`src/rtl/uart_tx_vo.sv`:
```
`default_nettype none
// ============================================================================
// Module   : uart_tx_vo
// Brief    : UART transmitter with a runtime-variable bit period. Bytes written
//            on in/clk_in are queued in a small FIFO and sent as 8N1 or 8N2
//            frames on out. The bit period is taken from o (0 behaves as 1) and
//            is latched once per frame.
// Revision : 1.0 - initial release
// ============================================================================
module uart_tx_vo #(
    parameter int OW   = 4,
    parameter int FD   = 2,
    parameter int STOP = 1
) (
    input  logic          clk,
    input  logic          rst,
    input  logic [7:0]    in,
    input  logic          clk_in,
    input  logic [OW-1:0] o,
    output logic          out,
    output logic          busy,
    output logic          full,
    output logic          empty,
    output logic          ovf
);

    localparam int         c_DEPTH    = 1 << FD;
    localparam logic [FD:0] c_FULL_CNT = {1'b1, {FD{1'b0}}};
    localparam logic [2:0]  c_LAST_STOP = 3'(STOP - 1);

    typedef enum logic [1:0] {
        S_IDLE  = 2'd0,
        S_START = 2'd1,
        S_DATA  = 2'd2,
        S_STOP  = 2'd3
    } state_t;

    state_t        r_state_q, r_state_d;
    logic [7:0]    r_sr_q,    r_sr_d;
    logic [OW-1:0] r_per_q,   r_per_d;
    logic [OW-1:0] r_cnt_q,   r_cnt_d;
    logic [2:0]    r_idx_q,   r_idx_d;
    logic          r_out_q,   r_out_d;
    logic          r_busy_q,  r_busy_d;
    logic [FD-1:0] r_wptr_q,  r_wptr_d;
    logic [FD-1:0] r_rptr_q,  r_rptr_d;
    logic [FD:0]   r_count_q, r_count_d;
    logic          r_full_q,  r_full_d;
    logic          r_empty_q, r_empty_d;
    logic          r_ovf_q,   r_ovf_d;

    logic [7:0]    r_mem [c_DEPTH];

    logic          w_wr_en;
    logic          w_pop;
    logic          w_bit_end;
    logic [OW-1:0] w_per_new;

    // Write is accepted only when the FIFO is not full; a zero period behaves as one.
    assign w_wr_en   = clk_in & ~r_full_q;
    assign w_per_new = (o == '0) ? OW'(1) : o;
    assign w_bit_end = (r_cnt_q == (r_per_q - OW'(1)));

    // Next-state logic for the frame FSM and the FIFO bookkeeping.
    always_comb begin
        r_state_d = r_state_q;
        r_sr_d    = r_sr_q;
        r_per_d   = r_per_q;
        r_cnt_d   = r_cnt_q;
        r_idx_d   = r_idx_q;
        r_out_d   = r_out_q;
        r_busy_d  = r_busy_q;
        w_pop     = 1'b0;

        case (r_state_q)
            S_IDLE: begin
                r_out_d  = 1'b1;
                r_busy_d = 1'b0;
                if (!r_empty_q) begin
                    w_pop     = 1'b1;
                    r_sr_d    = r_mem[r_rptr_q];
                    r_per_d   = w_per_new;
                    r_cnt_d   = '0;
                    r_idx_d   = '0;
                    r_out_d   = 1'b0;
                    r_busy_d  = 1'b1;
                    r_state_d = S_START;
                end
            end
            S_START: begin
                if (w_bit_end) begin
                    r_cnt_d   = '0;
                    r_idx_d   = '0;
                    r_out_d   = r_sr_q[0];
                    r_state_d = S_DATA;
                end else begin
                    r_cnt_d = r_cnt_q + OW'(1);
                end
            end
            S_DATA: begin
                if (w_bit_end) begin
                    r_cnt_d = '0;
                    if (r_idx_q == 3'd7) begin
                        r_idx_d   = '0;
                        r_out_d   = 1'b1;
                        r_state_d = S_STOP;
                    end else begin
                        // Next bit is sr[1] because the shift lands on this same edge.
                        r_sr_d  = {1'b0, r_sr_q[7:1]};
                        r_out_d = r_sr_q[1];
                        r_idx_d = r_idx_q + 3'd1;
                    end
                end else begin
                    r_cnt_d = r_cnt_q + OW'(1);
                end
            end
            S_STOP: begin
                if (w_bit_end) begin
                    r_cnt_d = '0;
                    if (r_idx_q == c_LAST_STOP) begin
                        r_idx_d = '0;
                        if (!r_empty_q) begin
                            // Chain straight into the next start bit, no idle gap.
                            w_pop     = 1'b1;
                            r_sr_d    = r_mem[r_rptr_q];
                            r_per_d   = w_per_new;
                            r_out_d   = 1'b0;
                            r_busy_d  = 1'b1;
                            r_state_d = S_START;
                        end else begin
                            r_out_d   = 1'b1;
                            r_busy_d  = 1'b0;
                            r_state_d = S_IDLE;
                        end
                    end else begin
                        r_idx_d = r_idx_q + 3'd1;
                    end
                end else begin
                    r_cnt_d = r_cnt_q + OW'(1);
                end
            end
            default: begin
                r_out_d   = 1'b1;
                r_busy_d  = 1'b0;
                r_state_d = S_IDLE;
            end
        endcase

        r_wptr_d  = w_wr_en ? (r_wptr_q + FD'(1)) : r_wptr_q;
        r_rptr_d  = w_pop   ? (r_rptr_q + FD'(1)) : r_rptr_q;
        r_count_d = r_count_q;
        case ({w_wr_en, w_pop})
            2'b10:   r_count_d = r_count_q + 1'b1;
            2'b01:   r_count_d = r_count_q - 1'b1;
            default: r_count_d = r_count_q;
        endcase
        r_full_d  = (r_count_d == c_FULL_CNT);
        r_empty_d = (r_count_d == '0);
        r_ovf_d   = clk_in & r_full_q;
    end

    // State registers; reset abandons any frame and forces the line high at once.
    always_ff @(posedge clk or posedge rst) begin
        if (rst) begin
            r_state_q <= S_IDLE;
            r_sr_q    <= '0;
            r_per_q   <= OW'(1);
            r_cnt_q   <= '0;
            r_idx_q   <= '0;
            r_out_q   <= 1'b1;
            r_busy_q  <= 1'b0;
            r_wptr_q  <= '0;
            r_rptr_q  <= '0;
            r_count_q <= '0;
            r_full_q  <= 1'b0;
            r_empty_q <= 1'b1;
            r_ovf_q   <= 1'b0;
        end else begin
            r_state_q <= r_state_d;
            r_sr_q    <= r_sr_d;
            r_per_q   <= r_per_d;
            r_cnt_q   <= r_cnt_d;
            r_idx_q   <= r_idx_d;
            r_out_q   <= r_out_d;
            r_busy_q  <= r_busy_d;
            r_wptr_q  <= r_wptr_d;
            r_rptr_q  <= r_rptr_d;
            r_count_q <= r_count_d;
            r_full_q  <= r_full_d;
            r_empty_q <= r_empty_d;
            r_ovf_q   <= r_ovf_d;
        end
    end

    // FIFO storage; contents need no reset since the pointers gate every read.
    always_ff @(posedge clk) begin
        if (w_wr_en) begin
            r_mem[r_wptr_q] <= in;
        end
    end

    assign out   = r_out_q;
    assign busy  = r_busy_q;
    assign full  = r_full_q;
    assign empty = r_empty_q;
    assign ovf   = r_ovf_q;

endmodule
`default_nettype wire

```
`config.mk`:
```
export PLATFORM = sky130hd
export DESIGN_NAME = uart_tx_vo
export DESIGN_NICKNAME = d
export VERILOG_FILES = /design/src/rtl/uart_tx_vo.sv
export SDC_FILE = /design/constraint.sdc
export NUM_CORES = 1
export LEC_CHECK = 0
export ABC_AREA = 1
export CAP_MARGIN = 15
export CORE_ASPECT_RATIO = 1.2
export CORE_MARGIN = 2
export CORE_UTILIZATION = 59
export DETAILED_ROUTE_END_ITERATION = 12
export GPL_TIMING_DRIVEN = 0
export PLACE_DENSITY = 0.79
export SETUP_SLACK_MARGIN = 0.4
export SLEW_MARGIN = 25
export SYNTH_ARGS = -nofsm -noshare
export SYNTH_HDL_FRONTEND = slang
export SYNTH_SLANG_ARGS = --single-unit
```
`constraint.sdc`:
```
create_clock -name clk -period 4 [get_ports clk]
set_clock_uncertainty 0.05 [all_clocks]
set_input_delay 0.8 -clock clk [delete_from_list [all_inputs] [get_ports clk]]
set_output_delay 0.8 -clock clk [all_outputs]
set_load 0.01 [all_outputs]
```
==> results of run 1 <==
==> worst register-to-register path, cell delays in order, from the launching register on <==
cell	delay, ps
dfstp_2	550
inv_1	60
ha_1	300
xor2_1	130
nand2_1	100
nor2_4	150
nand4_1	170
nand2_1	160
ha_1	210
fa_1	420
mux2_2	280
or2_2	280
nor2_1	120
==> per-layer routing <==
layer | wire (microns) | vias to the layer above
met5 | 0 | -
met3 | 217 | 10
met4 | 106 | 0
met1 | 2250 | 1054
li1 | - | 1100
met2 | 3000 | 41
==> layout by cell type, fill, tap and decap left out, types with 2 or more instances in the layout <==
cell type,n
nand2_4,3
nand3_1,11
mux2i_1,7
dfrtp_1,30
nand4_1,7
or2_2,2
o21ai_0,27
nand2_2,2
dfstp_2,3
xnor2_1,3
o21ai_1,6
clkbuf_8,9
inv_6,3
o22ai_1,9
inv_1,31
clkdlybuf4s50_1,19
edfxtp_1,32
a21oi_1,5
ha_1,16
o21ai_2,3
buf_2,4
nand2_1,64
nor2_1,30
xor2_1,5
==> path summary, 6_finish.rpt <==
path / endpoint / slack, ps / depth (start not counted)
hold / removal: out$_DFFE_PP1P_ / 420 / 2
setup / recovery: full$_DFF_PP0_ / 940 / 12
hold reg to reg: out$_DFFE_PP1P_ / 420 / 2
min in group asynchronous: r_sr_q[7]$_DFFE_PP0P_ / 820 / 2
max in group asynchronous: r_idx_q[2]$_DFFE_PP0P_ / 2640 / 2
setup reg to reg: full$_DFF_PP0_ / 940 / 12
==> through the flow <==
stage          cell area, sq um  utilization [%]  hold WS [ps]  setup slack, ps  power (uW)
4_1_cts                    3610             69.5           420              907        3000
5_1_grt                    3610             69.5           438              679        3230
3_3_place_gp               3400             65.5           402              989        2370
3_5_place_dp               3400             65.5           410              937        2410
6_report                   3610             69.5           415              941        2980
2_1_floorplan              3130                -           392             1200        2090
==> sequential cells by signal (all words and copies together) (netlist names) <==
| signal | cells |
|---|---|
| out | 1 |
| r_rptr_q | 2 |
| full | 1 |
| r_idx_q | 3 |
| empty | 1 |
| r_state_q | 2 |
| busy | 1 |
| r_per_q | 4 |
| ovf | 1 |
| r_count_q | 3 |
| r_cnt_q | 4 |
| r_sr_q | 8 |
| r_mem | 32 |
| r_wptr_q | 2 |
==> cell families (layout without fill, tap and decap cells) <==
group / count (synthesis) / after routing / share of synthesized area, %
and+or+nand+nor: 122 / 122 / 17.1
DFF: 65 / 65 / 57.1
AOI/OAI and AO/OA: 51 / 51 / 8.91
buffers and inverters: 38 / 73 / 4.95
adders and majority gates: 17 / 17 / 7.03
xor gates and xnor gates: 8 / 8 / 2.24
muxes: 8 / 8 / 2.60
==> cell usage after synthesis, types with 2 or more instances <==
master and number:
nand2_1 64, edfxtp_1 32, inv_1 32, dfrtp_1 30, nor2_1 30, o21ai_0 27, ha_1 16, nand3_1 11
o22ai_1 9, mux2i_1 7, nand4_1 7, o21ai_1 6, a21oi_1 5, xor2_1 5, buf_2 4, dfstp_2 3
nand2_4 3, o21ai_2 3, xnor2_1 3, nand2_2 2, or2_2 2
==> power by group through the flow <==
stage,registers (uW),clock network [uW],logic (uW)
floorplan,1050,0,1040
global placement,1070,0,1300
detailed placement,1080,0,1340
CTS,1060,583,1350
global route,1090,616,1520
finish,1060,575,1340
==> final cells by class <==
class	instances	area (sq um)
clock buffers	9	124
repair buffers	19	190
inverters	32	120
clock inverters	7	83.8
multi-input cells	206	1190
well taps	62	77.6
plain buffers	6	35.0
fillers	403	1580
flip-flops and latches	65	1790
==> results.yml, run 1 <==
detailed_routing:
  ant_nets: 0
  wl_microns: 5570
  route.detailed.drc: 0
  first_pass_iters: 5
  drt-initial-drc-count: 131
  viasPerCell: 5.43
  wl_per_cell_microns: 13.7
  vias: 2205
synth:
  yosysTopAreaCell: "edfxtp_1"
  ys_async_sr_fraction_pct: 50.8
  yosysTopAreaCellShare_pct: 30.7
  synthesis.nets: 341
  synth_cell_types: 29
  ys_warn_count: 0
  synthCells: 309
  synthTopCellsByArea: "edfxtp_1 (31%), dfrtp_1 (24%), nand2_1 (7.7%)"
  avgSynthCellArea_sq_um: 10.1
  syn_area_sq_um: 3130
  ys.flop_type: "edfxtp_1"
  synth_edf_count: 32
  synth.yosys.seq_area_share_pct: 57.1
  synth_seq_cells: 65
sta:
  rsz0062_at_grt: "false"
  relSlewSlack_pct: 47.2
  hold_viol: 0
  period_needed_ps: 3060
  setup_violations: 0
  report.final.slew_viol_count: 0
  period_share_pct: 76.5
  setup-tns-final_ps: 0
  max_slew.worst_pin.slew_ps: 790
  fmax_mhz: 327
clock_network:
  cts-resized-gates: 0
  clk_latency_ps: 350
  cts_tree: "yes"
  clk_path_buf_depth: 2
  htreeDepth: 3
  cts_setup_buffers: 0
  cts-root-buf: "clkbuf_8"
  cts.clk_slew.worst_paths_ps: 70
  cts.sink_count: 65
  numCtsBuffers: 9
  ctsHoldBuffers: 0
global_routing:
  antenna_found_initial: 0
  grt.busiest_layer: "met2"
  grt_overflow: 0
  grt_max_degree: 34
  grt_pass1_vias: 2205
  grt.total_usage_pct: 21.0
  grt_pass1_wl_microns: 9470
  use_met1_pct: 23.2
  grtUsageMet2_pct: 37.6
  grt_use_met3_pct: 4.71
job:
  cap_violations: 0
worst_setup_path:
  slowest_stage: "dfstp_2"
  worstPathArrival_ps: 3290
  critPathMaxFanout: 3
  endpoint_kind: "flip-flop"
  reg2reg_from: "r_per_q[0]$_DFFE_PP1P_"
  cpPeakStageDelay_ps: 550
  setup.worst_path.class: "flip-flop to flip-flop"
  required_ps: 4230
  path_delay_family: "simple AND/OR/NAND/NOR gates"
  crit_start: "r_per_q[0]$_DFFE_PP1P_"
  path_cells: "inv_1 > ha_1 > xor2_1 > nand2_1 > nor2_4 > nand4_1 > nand2_1 > ha_1 > fa_1 > mux2_2 > or2_2 > nor2_1"
  cp_num_buf_inv: 1
  critPathLaunchType: "flip-flop"
pwr:
  internal-power_uw: 1750
  comb_power_share_pct: 45.1
  p_leak_uw: 0.00159
  seq_power_share_pct: 35.6
  power_density_nw_per_um2: 827
  power_switching_uw: 1230
  vdd_drop_max_v: 0.000437
  switching_share_pct: 41.3
  clockPowerShare_pct: 19.3
place:
  placed_cells: 390
  gp_congestion: 0.877
  place_hpwl_microns: 3930
  port_buffers: 19
min_path:
  hp-class: "flip-flop to flip-flop"
  worstHoldStart: "out$_DFFE_PP1P_"
floorplanning:
  die_y_microns: 83.8
  start_util_pct: 60.4
  die_w_microns: 70.5
  die-area_sq_um: 5910
  ioPinCount: 20
  coreArea_sq_um: 5190
  rows: 29
finish:
  diodes: 0
  nets: 371
  areaGrowthSynthToFinish_pct: 15.2
  layout-drive-gt1-share_pct: 11.0
  final_cells: 406
run_status:
  status: "completed"
No activity file was read; power rests on OpenSTA's default activity.
==> run 2, diff against run 1 <==
Settings changed: CORE_UTILIZATION 59 to 53, PLACE_DENSITY 0.79 to 0.75.
Clock period 4 ns to 2.7 ns, I/O delays scaled along.
==> run 2 against run 1 <==
- the run now ends with negative setup slack left
- first-iteration DRC count fell by 24%
- sequential power is 48% higher
- largest cell class unchanged
- fmax rose by 10%
- wire length is 2.4% higher
- die area up 11%
- final cell count up 6.4%
- utilization down 3.1 points
- largest power group unchanged
- flip-flop and latch count stayed put
- hold slack improved by 1.8 ps
- clock-buffer cell count stayed put
==> results.yml, run 2 (synthesis gave the netlist of run 1 again) <==
finish:
  diodes: 0
  layout-drive-gt1-share_pct: 16.8
  final_cells: 432
  areaGrowthSynthToFinish_pct: 20.2
  top_regs: "r_mem x32, r_sr_q x8"
  final_common_cell: "nand2_1"
  largest-register: "r_mem"
  nets: 379
  layout_common_cells: "nand2_1 (61), edfxtp_1 (32), dfrtp_1 (30)"
  fin_area_sq_um: 3770
  largest_reg_flops: 32
pwr:
  comb_power_share_pct: 47.9
  switching_share_pct: 39.9
  p_leak_uw: 0.00164
  finalPower_uw: 4750
  power_switching_uw: 1890
  vdd_drop_max_v: 0.000657
  seq_power_share_pct: 33.1
  clockPowerShare_pct: 19.0
  internal-power_uw: 2850
  power_density_nw_per_um2: 1260
floorplanning:
  die_w_microns: 74.2
  rows: 30
  start_util_pct: 55.3
  coreArea_sq_um: 5670
  die-area_sq_um: 6540
  die_y_microns: 88.2
  ioPinCount: 20
detailed_routing:
  wl_per_cell_microns: 13.2
  drt-initial-drc-count: 99
  viasPerCell: 5.09
  first_pass_iters: 4
  route.detailed.drc: 0
  ant_nets: 0
  vias: 2200
  wl_microns: 5710
clock_network:
  clk_latency_ps: 340
  clk_path_buf_depth: 2
  htreeDepth: 3
  cts-root-buf: "clkbuf_8"
  cts_tree: "yes"
  cts.sink_count: 65
  ctsHoldBuffers: 0
  cts.clk_slew.worst_paths_ps: 70
  numCtsBuffers: 9
global_routing:
  grt_overflow: 0
  grt.busiest_layer: "met2"
  grt_use_met3_pct: 4.10
  grt.total_usage_pct: 19.7
  antenna_found_initial: 0
  grt_max_degree: 34
  use_met1_pct: 22.7
  grt_pass1_wl_microns: 9570
  grtUsageMet2_pct: 35.6
  grt_pass1_vias: 2147
worst_setup_path:
  path_delay_family: "simple AND/OR/NAND/NOR gates"
  critPathMaxFanout: 3
  required_ps: 2930
  setup.worst_path.class: "flip-flop to flip-flop"
  endpoint_kind: "flip-flop"
  slowest_stage: "dfstp_2"
  critPathLaunchType: "flip-flop"
  worstPathArrival_ps: 3000
  cp_num_buf_inv: 1
  path_cells: "inv_2 > ha_4 > xor2_1 > nand2_1 > nor2_4 > nand4_1 > nand2_2 > ha_4 > fa_2 > mux2_4 > or2_4 > nor2_4"
  cpPeakStageDelay_ps: 540
sta:
  period_share_pct: 103
  period_needed_ps: 2770
  fin_hold_ws_ps: 417
  setup_violations: 2
  rsz0062_at_grt: "true"
  max_slew.worst_pin.slew_ps: 793
  hold_viol: 0
  fin_ws_ps: -73.8
  relSlewSlack_pct: 47.0
  report.final.slew_viol_count: 0
  fmax_mhz: 361
  setup-tns-final_ps: -143
place:
  gp_congestion: 0.831
  port_buffers: 19
  place_hpwl_microns: 3970
  place_area_sq_um: 3440
  placed_cells: 408
job:
  cap_violations: 0
min_path:
  hp-class: "flip-flop to flip-flop"
run_status:
  violations: "negative setup slack"
  status: "finished with violations"
[run 2: power by group through the flow]
stage | Clock, uW | Combinational, uW | Sequential [uW]
final | 901 | 2270 | 1570
after global routing | 970 | 2570 | 1610
after global placement | 0 | 1990 | 1580
after detailed placement | 0 | 2060 | 1590
after CTS | 921 | 2210 | 1570
after floorplan | 0 | 1600 | 1550
[run 2: timing repair]
item,4_1_cts,5_1_grt
resized for setup,7,6
endpoints found under the hold margin,0,0
setup endpoints to repair,4,4
pin swaps,7,7
buffers inserted,6,2
[run 2: final timing paths]
path	end	slack, ps	depth (start not counted)	start
setup reg to reg	full$_DFF_PP0_	-70	12	r_per_q[0]$_DFFE_PP1P_
max in group asynchronous	r_rptr_q[1]$_DFFE_PP0P_	1570	2	rst
setup / recovery	full$_DFF_PP0_	-70	12	r_per_q[0]$_DFFE_PP1P_
hold / removal	out$_DFFE_PP1P_	420	2	out$_DFFE_PP1P_
hold reg to reg	out$_DFFE_PP1P_	420	2	out$_DFFE_PP1P_
min in group asynchronous	ovf$_DFF_PP0_	580	2	rst
[run 2: cell type report]
| type | instances | area [sq um] |
|---|---|---|
| fill | 437 | 1900 |
| sequential | 65 | 1790 |
| multi-input combinational | 206 | 1250 |
| timing repair buffer | 27 | 250 |
| clock buffer | 9 | 124 |
| inverter | 32 | 120 |
| tap | 80 | 100 |
| clock inverter | 7 | 95.1 |
| buffer | 6 | 35.0 |
[run 2: metrics by stage]
step	setup WS, ps	utilization, %
after floorplan	-25.6	-
after global placement	-193	60.8
after detailed placement	-208	60.8
after CTS	-87.0	65.8
after global routing	-169	66.4
final	-73.8	66.4
[run 2: worst min-delay path: stages (launching register included)]
cell and delay [ps]:
dfstp_2 370, nand2_1 50, nand2_1 40
[run 2: metal layers]
| metal | wire (microns) | vias up |
|---|---|---|
| met2 | 3030 | 45 |
| met1 | 2480 | 1033 |
| met5 | 0 | - |
| li1 | - | 1115 |
| met3 | 134 | 7 |
| met4 | 69 | 0 |
==> run 3, diff against run 2 <==
Settings changed: CORE_UTILIZATION 53 to 63, CTS_BUF_LIST from default to sky130_fd_sc_hd__clkbuf_16, PLACE_DENSITY 0.75 to 0.84.
Clock period 2.7 ns to 3.53 ns, I/O delays scaled along.
==> run 3 against run 2 <==
- the run now ends clean
- total power shrank 20%
- cell area grew 0.30%
- global-route usage grew 7.5 points
- non-clock buffer count shrank 4
- via count grew 5.0%
- die area shrank 15%
- clock power grew 4.1%
- fmax shrank 5.8%
- sequential share of layout area shrank 0.14 points
- critical path depth is the same
- critical endpoint unchanged
==> results.yml, run 3 (synthesis gave the netlist of run 1 again) <==
sta:
  fin_hold_ws_ps: 411
  fmax_mhz: 339
  period_share_pct: 83.5
  setup_violations: 0
  rsz0062_at_grt: "false"
  hold_viol: 0
  relSlewSlack_pct: 43.6
  max_slew.worst_pin.slew_ps: 844
  setup-tns-final_ps: 0
  period_needed_ps: 2950
  report.final.slew_viol_count: 0
clock_network:
  clk_path_buf_depth: 2
  cts_tree: "yes"
  cts.clk_slew.worst_paths_ps: 50
  numCtsBuffers: 9
  cts-root-buf: "clkbuf_16"
  clk_latency_ps: 320
  htreeDepth: 3
  cts.sink_count: 65
floorplanning:
  rows: 28
  die-area_sq_um: 5560
  die_y_microns: 81.3
  die_w_microns: 68.4
  ioPinCount: 20
  start_util_pct: 64.3
  coreArea_sq_um: 4870
worst_setup_path:
  setup.worst_path.class: "flip-flop to flip-flop"
  critPathLaunchType: "flip-flop"
  reg2reg_from: "r_per_q[0]$_DFFE_PP1P_"
  critPathMaxFanout: 3
  r2r_slack_ps: 580
  required_ps: 3730
  ff2ff_path_depth: 12
  endpoint_kind: "flip-flop"
  r2r-end: "full$_DFF_PP0_"
  worstPathArrival_ps: 3150
finish:
  layout_common_cells: "nand2_1 (63), edfxtp_1 (32), inv_1 (30), dfrtp_1 (30), nor2_1 (29)"
  layout-drive-gt1-share_pct: 13.2
  largest-register: "r_mem"
  top_regs: "r_mem x32, r_sr_q x8"
  fill_cells: 328
  diodes: 0
  nets: 375
  final_common_cell: "nand2_1"
  largest_reg_flops: 32
  areaGrowthSynthToFinish_pct: 20.6
pwr:
  power_density_nw_per_um2: 1010
  comb_power_share_pct: 43.7
  clockPowerShare_pct: 24.6
  switching_share_pct: 39.4
  internal-power_uw: 2310
  power_switching_uw: 1500
  seq_power_share_pct: 31.8
  vdd_drop_max_v: 0.000625
  p_leak_uw: 0.00166
min_path:
  hold_path_end: "out$_DFFE_PP1P_"
  worstHoldStart: "out$_DFFE_PP1P_"
  min_path_cells: 2
  hp-class: "flip-flop to flip-flop"
detailed_routing:
  wl_microns: 6490
  first_pass_iters: 4
  wl_per_cell_microns: 15.9
  vias: 2309
  drt-initial-drc-count: 125
  viasPerCell: 5.66
  ant_nets: 0
  route.detailed.drc: 0
global_routing:
  antenna_found_initial: 0
  grt_pass1_vias: 2311
  grt_max_degree: 34
  grt_pass1_wl_microns: 10700
  grt.total_usage_pct: 27.2
  grt_overflow: 0
place:
  gp_congestion: 0.928
  port_buffers: 19
  place_hpwl_microns: 4190
job:
  cap_violations: 0
run_status:
  status: "completed"
-- run 3: power groups by stage --
stage	clock network (uW)	logic (uW)	registers, uW
after CTS	947	1600	1210
after global routing	989	1860	1240
after detailed placement	0	1540	1220
after floorplan	0	1180	1190
final	938	1670	1210
after global placement	0	1470	1210
-- run 3: what timing repair did --
action                     in CTS  in global routing
resized for setup               1                  5
pin swaps                       0                  4
setup buffers                   1                  3
hold buffers                    0                  0
setup endpoints to repair       2                  2
-- run 3: worst max-delay path, cell delays in order, from the launching register on --
cell and delay [ps]:
dfstp_2 550, inv_2 60, ha_4 260, xor2_1 150, nand2_1 110, nor2_4 110, nand4_1 150, nand2_2 170
ha_4 160, fa_1 410, mux2_2 280, or2_2 300, nor2_1 120
-- run 3: worst max-delay path by stage --
stage | start | end | slack [ps] | cells after the start
4_1_cts | r_per_q[0]$_DFFE_PP1P_ | empty$_DFF_PP1_ | 420 | 12
6_report | r_per_q[0]$_DFFE_PP1P_ | full$_DFF_PP0_ | 580 | 12
3_3_place_gp | r_per_q[0]$_DFFE_PP1P_ | empty$_DFF_PP1_ | 550 | 12
3_5_place_dp | r_per_q[0]$_DFFE_PP1P_ | empty$_DFF_PP1_ | 410 | 12
5_1_grt | r_per_q[0]$_DFFE_PP1P_ | full$_DFF_PP0_ | 420 | 12
2_1_floorplan | r_per_q[0]$_DFFE_PP1P_ | full$_DFF_PP0_ | 730 | 12
-- run 3: final cells by class --
type	count	area (sq um)	share of cell area (%)
tap	60	75.1	1.99
buffer	6	35.0	0.927
timing repair buffer	23	220	5.83
multi-input combinational	206	1220	32.2
clock buffer	9	225	5.96
clock inverter	7	93.8	2.48
inverter	32	120	3.18
sequential	65	1790	47.4
-- run 3: through the flow --
| stage | cells | util, % | setup WS (ps) | total power [uW] | cell area [sq um] |
|---|---|---|---|---|---|
| 6_report | 408 | 77.6 | 584 | 3820 | 3780 |
| 5_1_grt | 408 | 77.6 | 424 | 4090 | 3780 |
| 4_1_cts | 405 | 76.5 | 418 | 3750 | 3730 |
| 3_5_place_dp | 388 | 69.8 | 409 | 2760 | 3400 |
| 3_3_place_gp | 388 | 69.8 | 545 | 2670 | 3400 |
| 2_1_floorplan | 309 | - | 729 | 2370 | 3130 |
-- run 3: routing by layer --
layer | GRT usage (%) | part of all wire [%] | vias to the layer above
met5 | 0 | 0 | -
met4 | 13.2 | 3.4 | 0
met3 | 7.76 | 4.4 | 22
met2 | 48.9 | 54 | 67
met1 | 28.5 | 38 | 1108
li1 | - | - | 1112
